File: config.mk
export PLATFORM = sky130hd
export DESIGN_NAME = key_scanner
export DESIGN_NICKNAME = d
export VERILOG_FILES = /design/src/rtl/key_scanner.sv
export SDC_FILE = /design/constraint.sdc
export NUM_CORES = 1
export LEC_CHECK = 0
export ABC_AREA = 1
export CORE_MARGIN = 3
export CORE_UTILIZATION = 45
export CTS_CLUSTER_DIAMETER = 200
export DETAILED_ROUTE_END_ITERATION = 7
export DONT_BUFFER_PORTS = 1
export MAX_ROUTING_LAYER = met4
export PLACE_DENSITY = 0.57
export SETUP_SLACK_MARGIN = 0.4
export SLEW_MARGIN = 5
export SYNTH_ARGS = -nofsm -noshare
export SYNTH_HDL_FRONTEND = slang
export SYNTH_SLANG_ARGS = --single-unit
File: constraint.sdc
create_clock -name clk -period 2.25 [get_ports clk]
set_clock_uncertainty 0.1 [all_clocks]
set_input_delay 0.3375 -clock clk [delete_from_list [all_inputs] [get_ports clk]]
set_output_delay 0.3375 -clock clk [all_outputs]
set_load 0.02 [all_outputs]
File: src/rtl/key_scanner.sv
// key_scanner: 4x4 matrix keypad scanner with per-frame debouncing.
// Rows are driven active-low one at a time. Columns are synchronised and
// sampled once per row slot. Four row samples form one frame. A debounce
// state machine turns the frame stream into press/release/replace events.
module key_scanner #(
    parameter int SCAN_DIV       = 10_000,
    parameter int DEBOUNCE_SCANS = 4
) (
    input  logic       clk,
    input  logic       rst,
    input  logic [3:0] col,
    output logic [3:0] row,
    output logic [3:0] key_code,
    output logic       key_valid,
    output logic       key_press,
    output logic       key_release
);

    typedef enum logic [1:0] {
        IDLE,
        DEB_PRESS,
        HELD,
        DEB_RELEASE
    } state_t;

    localparam logic [16:0] DIV_LAST = 17'(SCAN_DIV - 1);
    localparam logic [3:0]  DEB_N    = 4'(DEBOUNCE_SCANS);

    // Column synchroniser. It resets to all-ones (no key), which is the
    // idle level of the pulled-up lines, so a short scan slot right after
    // reset never sees a phantom key.
    logic [3:0] col_meta_reg;
    logic [3:0] col_sync_reg;

    // Scan timing and row selection
    logic [16:0] div_reg;
    logic [1:0]  row_idx_reg;
    logic        tick;
    logic        frame_valid;

    // Per-frame accumulation of the lowest pressed key seen so far
    logic        acc_hit_reg;
    logic [3:0]  acc_code_reg;
    logic        row_hit;
    logic [1:0]  row_col;
    logic        frame_hit;
    logic [3:0]  frame_code;

    // Debounce state machine
    state_t      state_reg, state_next;
    logic        cand_hit_reg, cand_hit_next;
    logic [3:0]  cand_code_reg, cand_code_next;
    logic [3:0]  cnt_reg, cnt_next;
    logic [3:0]  cnt_inc;
    logic [3:0]  new_cnt;
    logic        same_cand;
    logic [3:0]  key_code_reg, key_code_next;
    logic        key_valid_reg, key_valid_next;
    logic        key_press_reg, key_press_next;
    logic        key_release_reg, key_release_next;

    // Two-flop synchroniser on the raw column lines
    always_ff @(posedge clk or negedge rst) begin
        if (!rst) begin
            col_meta_reg <= 4'hF;
            col_sync_reg <= 4'hF;
        end else begin
            col_meta_reg <= col;
            col_sync_reg <= col_meta_reg;
        end
    end

    assign tick        = (div_reg == DIV_LAST);
    assign frame_valid = tick && (row_idx_reg == 2'd3);

    // Slot divider and row index; the row advances on each tick
    always_ff @(posedge clk or negedge rst) begin
        if (!rst) begin
            div_reg     <= '0;
            row_idx_reg <= 2'd0;
        end else if (tick) begin
            div_reg     <= '0;
            row_idx_reg <= row_idx_reg + 2'd1;
        end else begin
            div_reg <= div_reg + 17'd1;
        end
    end

    // Exactly one row line driven low: the one matching the row index
    generate
        for (genvar gi = 0; gi < 4; gi++) begin : g_row_drive
            assign row[gi] = (row_idx_reg != 2'(gi));
        end
    endgenerate

    // Lowest low column in the current row. Scanning downward leaves the
    // lowest index as the final assignment.
    always_comb begin
        row_hit = 1'b0;
        row_col = 2'd0;
        for (int c = 3; c >= 0; c--) begin
            if (!col_sync_reg[c]) begin
                row_hit = 1'b1;
                row_col = 2'(c);
            end
        end
    end

    // Keep the first (lowest-index) hit of the frame. Row 0 restarts it.
    always_ff @(posedge clk or negedge rst) begin
        if (!rst) begin
            acc_hit_reg  <= 1'b0;
            acc_code_reg <= 4'd0;
        end else if (tick) begin
            if (row_idx_reg == 2'd0) begin
                acc_hit_reg  <= row_hit;
                acc_code_reg <= {2'd0, row_col};
            end else if (!acc_hit_reg && row_hit) begin
                acc_hit_reg  <= 1'b1;
                acc_code_reg <= {row_idx_reg, row_col};
            end
        end
    end

    // Frame result at the row-3 tick: rows 0..2 take priority over row 3
    assign frame_hit  = acc_hit_reg | row_hit;
    assign frame_code = acc_hit_reg ? acc_code_reg : {row_idx_reg, row_col};

    // Saturating increment of the match count
    assign cnt_inc = (cnt_reg == 4'hF) ? 4'hF : (cnt_reg + 4'd1);

    // Debounce state and output registers
    always_ff @(posedge clk or negedge rst) begin
        if (!rst) begin
            state_reg       <= IDLE;
            cand_hit_reg    <= 1'b0;
            cand_code_reg   <= 4'd0;
            cnt_reg         <= 4'd0;
            key_code_reg    <= 4'd0;
            key_valid_reg   <= 1'b0;
            key_press_reg   <= 1'b0;
            key_release_reg <= 1'b0;
        end else begin
            state_reg       <= state_next;
            cand_hit_reg    <= cand_hit_next;
            cand_code_reg   <= cand_code_next;
            cnt_reg         <= cnt_next;
            key_code_reg    <= key_code_next;
            key_valid_reg   <= key_valid_next;
            key_press_reg   <= key_press_next;
            key_release_reg <= key_release_next;
        end
    end

    // Next-state logic: evaluated only when a frame completes
    always_comb begin
        state_next       = state_reg;
        cand_hit_next    = cand_hit_reg;
        cand_code_next   = cand_code_reg;
        cnt_next         = cnt_reg;
        key_code_next    = key_code_reg;
        key_valid_next   = key_valid_reg;
        key_press_next   = 1'b0;
        key_release_next = 1'b0;
        new_cnt          = 4'd0;
        same_cand        = 1'b0;

        if (frame_valid) begin
            case (state_reg)
                IDLE, DEB_PRESS: begin
                    if (!frame_hit) begin
                        state_next    = IDLE;
                        cand_hit_next = 1'b0;
                        cnt_next      = 4'd0;
                    end else begin
                        same_cand = (state_reg == DEB_PRESS) &&
                                    (frame_code == cand_code_reg);
                        new_cnt   = same_cand ? cnt_inc : 4'd1;
                        cand_hit_next  = 1'b1;
                        cand_code_next = frame_code;
                        if (new_cnt >= DEB_N) begin
                            state_next     = HELD;
                            cnt_next       = 4'd0;
                            key_code_next  = frame_code;
                            key_valid_next = 1'b1;
                            key_press_next = 1'b1;
                        end else begin
                            state_next = DEB_PRESS;
                            cnt_next   = new_cnt;
                        end
                    end
                end

                HELD, DEB_RELEASE: begin
                    if (frame_hit && (frame_code == key_code_reg)) begin
                        // The held key is back (or never left): no event
                        state_next = HELD;
                        cnt_next   = 4'd0;
                    end else begin
                        same_cand = (state_reg == DEB_RELEASE) &&
                                    (frame_hit == cand_hit_reg) &&
                                    (!frame_hit || (frame_code == cand_code_reg));
                        new_cnt   = same_cand ? cnt_inc : 4'd1;
                        cand_hit_next  = frame_hit;
                        cand_code_next = frame_code;
                        if (new_cnt >= DEB_N) begin
                            cnt_next         = 4'd0;
                            key_release_next = 1'b1;
                            if (!frame_hit) begin
                                // Released: code keeps its last value
                                state_next     = IDLE;
                                key_valid_next = 1'b0;
                            end else begin
                                // Replaced by another key without dropping valid
                                state_next     = HELD;
                                key_code_next  = frame_code;
                                key_press_next = 1'b1;
                            end
                        end else begin
                            state_next = DEB_RELEASE;
                            cnt_next   = new_cnt;
                        end
                    end
                end

                default: begin
                    state_next = IDLE;
                    cnt_next   = 4'd0;
                end
            endcase
        end
    end

    assign key_code    = key_code_reg;
    assign key_valid   = key_valid_reg;
    assign key_press   = key_press_reg;
    assign key_release = key_release_reg;

endmodule
==> reports/metrics.yaml <==
setup_violations: 0
core_area_mm2: 0.00568
pre_cts_slack_ps: 232
status: "finished clean"
min-delay-start: "col_meta_reg[1]"
ios: 17
globalRouteOverflowTotal: 0
worstSetupStartpoint: "col_sync_reg[1]"
portBuffers: 0
place.gp.congestion: 0.872
yosys.cell_types.count: 34
powerDensity_mw_per_mm2: 473
critical_path_required_ps: 2350
cts_made_buffers: 5
layout_commonest_cell: "nand2_1"
placed_cell_area_mm2: 0.00279
tns_ps: 0
netlist_instances: 336
vias: 2257
cp-start-kind: "register"
die-area_mm2: 0.00700
seqCellArea_mm2: 0.00126
hold_path.class: "register to register"
area_delta_synth_final_pct: 29.5
grt_max_degree: 51
crit_arrival_ps: 2040
cts_tree: "yes"
grt_pass1_vias: 2084
worstSkewPairLatency_ps: 310
die_x_um: 83.7
drcViolationCount: 0
drive_gt1_share_pct: 33.9
antenna_found_initial: 0
largest_reg_flops: 17
fin_area_mm2: 0.00352
fin_crit_sh_pct: 86.1
dr.pass1.iters: 5
path_max_fanout: 8
drv_cap: 0
p_leak_nw: 1.67
fin_crit_ps: 1940
cts.sinks: 50
dp_hpwl_um: 3790
path_class: "register to register"
grt_setup_unrepaired: "yes"
grt_pass1_wl_um: 9780
vias_per_cell: 4.99
post_drt_wl_per_cell_um: 13.5
syn_nets: 348
final_cell_mix: "60 x nand2_1, 46 x inv_1, 39 x dfrtp_1, 30 x nor2_1, 30 x buf_4"
max_stage_delay_ps: 580
crit_path_end_kind: "register"
ys_seq_area_share_pct: 46.4
hold_viol_final: 0
multi_input_area_mm2: 0.00149
slew_viol_final: 0
ys_warn_count: 0
track_usage_pct: 17.8
critPathSlowestCell: "dfstp_2"
clk_pin_slew_ps: 90
start_util_pct: 47.9
syn_area_mm2: 0.00272
worst_slack_ps: 313
timing.rr.start: "col_sync_reg[1]"
root_buffer: "clkbuf_8"
dr.first_iter.drc_count: 154
row_count: 27
peakVddDrop_mv: 0.362
syn_area_per_cell_um2: 8.08
drtAntennaViolNets: 0
slew_headroom_pct: 66.2
die_h_um: 83.7
crit_chain: "nand2_4 > inv_4 > nand3_4 > nand3_2 > nand2_2 > nor2_2 > nand2_2 > nand2_2 > nand3_4 > nand2_4 > nand3_4 > nand2_1 > o21ai_1"
routed_wl_um: 6080
synth_seq_cells: 50
tightest_slew_ps: 507
htreeDepth: 2
nets: 392
antennaDiodeCount: 0
fmax_mhz: 516
nFillCells: 490
clock_path_buffers: 2
total_power_mw: 1.66
[cells by family (layout without fill, tap and decap cells)]
| family | count (synthesis) | in the layout | share of synthesized area (%) |
|---|---|---|---|
| DFF | 50 | 50 | 46.4 |
| adders and majority gates | 6 | 6 | 2.76 |
| AOI/OAI and AO/OA | 28 | 28 | 5.76 |
| and+or+nand+nor | 187 | 188 | 34.2 |
| buffers and inverters | 58 | 101 | 8.61 |
| xor gates and xnor gates | 7 | 7 | 2.26 |
[worst max-delay path, delay by kind of cell, from the launching register on]
family                 cells  cell delay [ps]
DFF                        1              580
AOI/OAI and AO/OA          1               60
and+or+nand+nor           11             1010
buffers and inverters      1               60
[where the power goes]
part | internal, mW | total, mW | switching (mW)
Combinational | 0.0378 | 0.0940 | 0.0562
Clock | 0.356 | 0.653 | 0.297
Sequential | 0.911 | 0.916 | 0.00513
[per-layer routing]
metal / vias to the layer above / GRT usage, % / wire (µm)
li1: 1154 / - / -
met1: 1056 / 24.7 / 2950
met2: 38 / 26.2 / 2820
met3: 9 / 4.64 / 232
met4: 0 / 3.80 / 72
met5: - / - / 0
[synth_stat cells, drive strengths merged]
cell / instances / area share, %
o21a: 1 / 0.28
nand3b: 2 / 0.55
nand3: 31 / 7.8
nor2: 45 / 7.1
o22ai: 1 / 0.23
ha: 6 / 2.8
nor3: 4 / 0.74
xor2: 7 / 2.3
nand4: 10 / 2.3
o31ai: 2 / 0.55
dfstp: 8 / 7.7
inv: 55 / 7.9
o21ai: 17 / 3.3
nand2: 92 / 14
nor4: 3 / 1.5
dfrtp: 42 / 39
a31oi: 1 / 0.23
o211ai: 1 / 0.28
buf: 2 / 0.60
clkinv: 1 / 0.14
a21oi: 5 / 0.92
[final timing paths]
| check | to | slack [ps] | depth (start not counted) |
|---|---|---|---|
| setup / recovery | key_code[2] | 310 | 13 |
| hold / removal | col_sync_reg[1] | 260 | 0 |
| setup reg to reg | key_code[2] | 310 | 13 |
| hold reg to reg | col_sync_reg[1] | 260 | 0 |
| max in group asynchronous | col_sync_reg[1] | 1330 | 2 |
| min in group asynchronous | div_reg[14] | 430 | 2 |
[layout make-up]
class                           count  area share (%)
Inverter                           56            6.51
Sequential cell                    50            36.0
Multi-Input combinational cell    229            42.3
Clock buffer                        6            2.35
Timing Repair Buffer               38            9.50
Clock inverter                      1           0.854
Tap cell                           72            2.56
[stage by stage]
step | instances | hold WS, ps | utilization [%]
4_1_cts | 442 | 260 | 57.6
2_1_floorplan | 336 | -58.1 | -
3_5_place_dp | 406 | -56.9 | 49.2
5_1_grt | 452 | 266 | 62.0
3_3_place_gp | 406 | -56.9 | 49.2
6_report | 452 | 260 | 62.0
[repair_timing]
item / in CTS / in global routing
pin swaps: 26 / 27
cloned: 1 / 0
buffers inserted: 22 / 10
resized for setup: 35 / 46
hold endpoints to repair: 54 / 0
setup endpoints to repair: 22 / 28
hold buffers: 6 / 0
(Power assumes the default switching activity.)
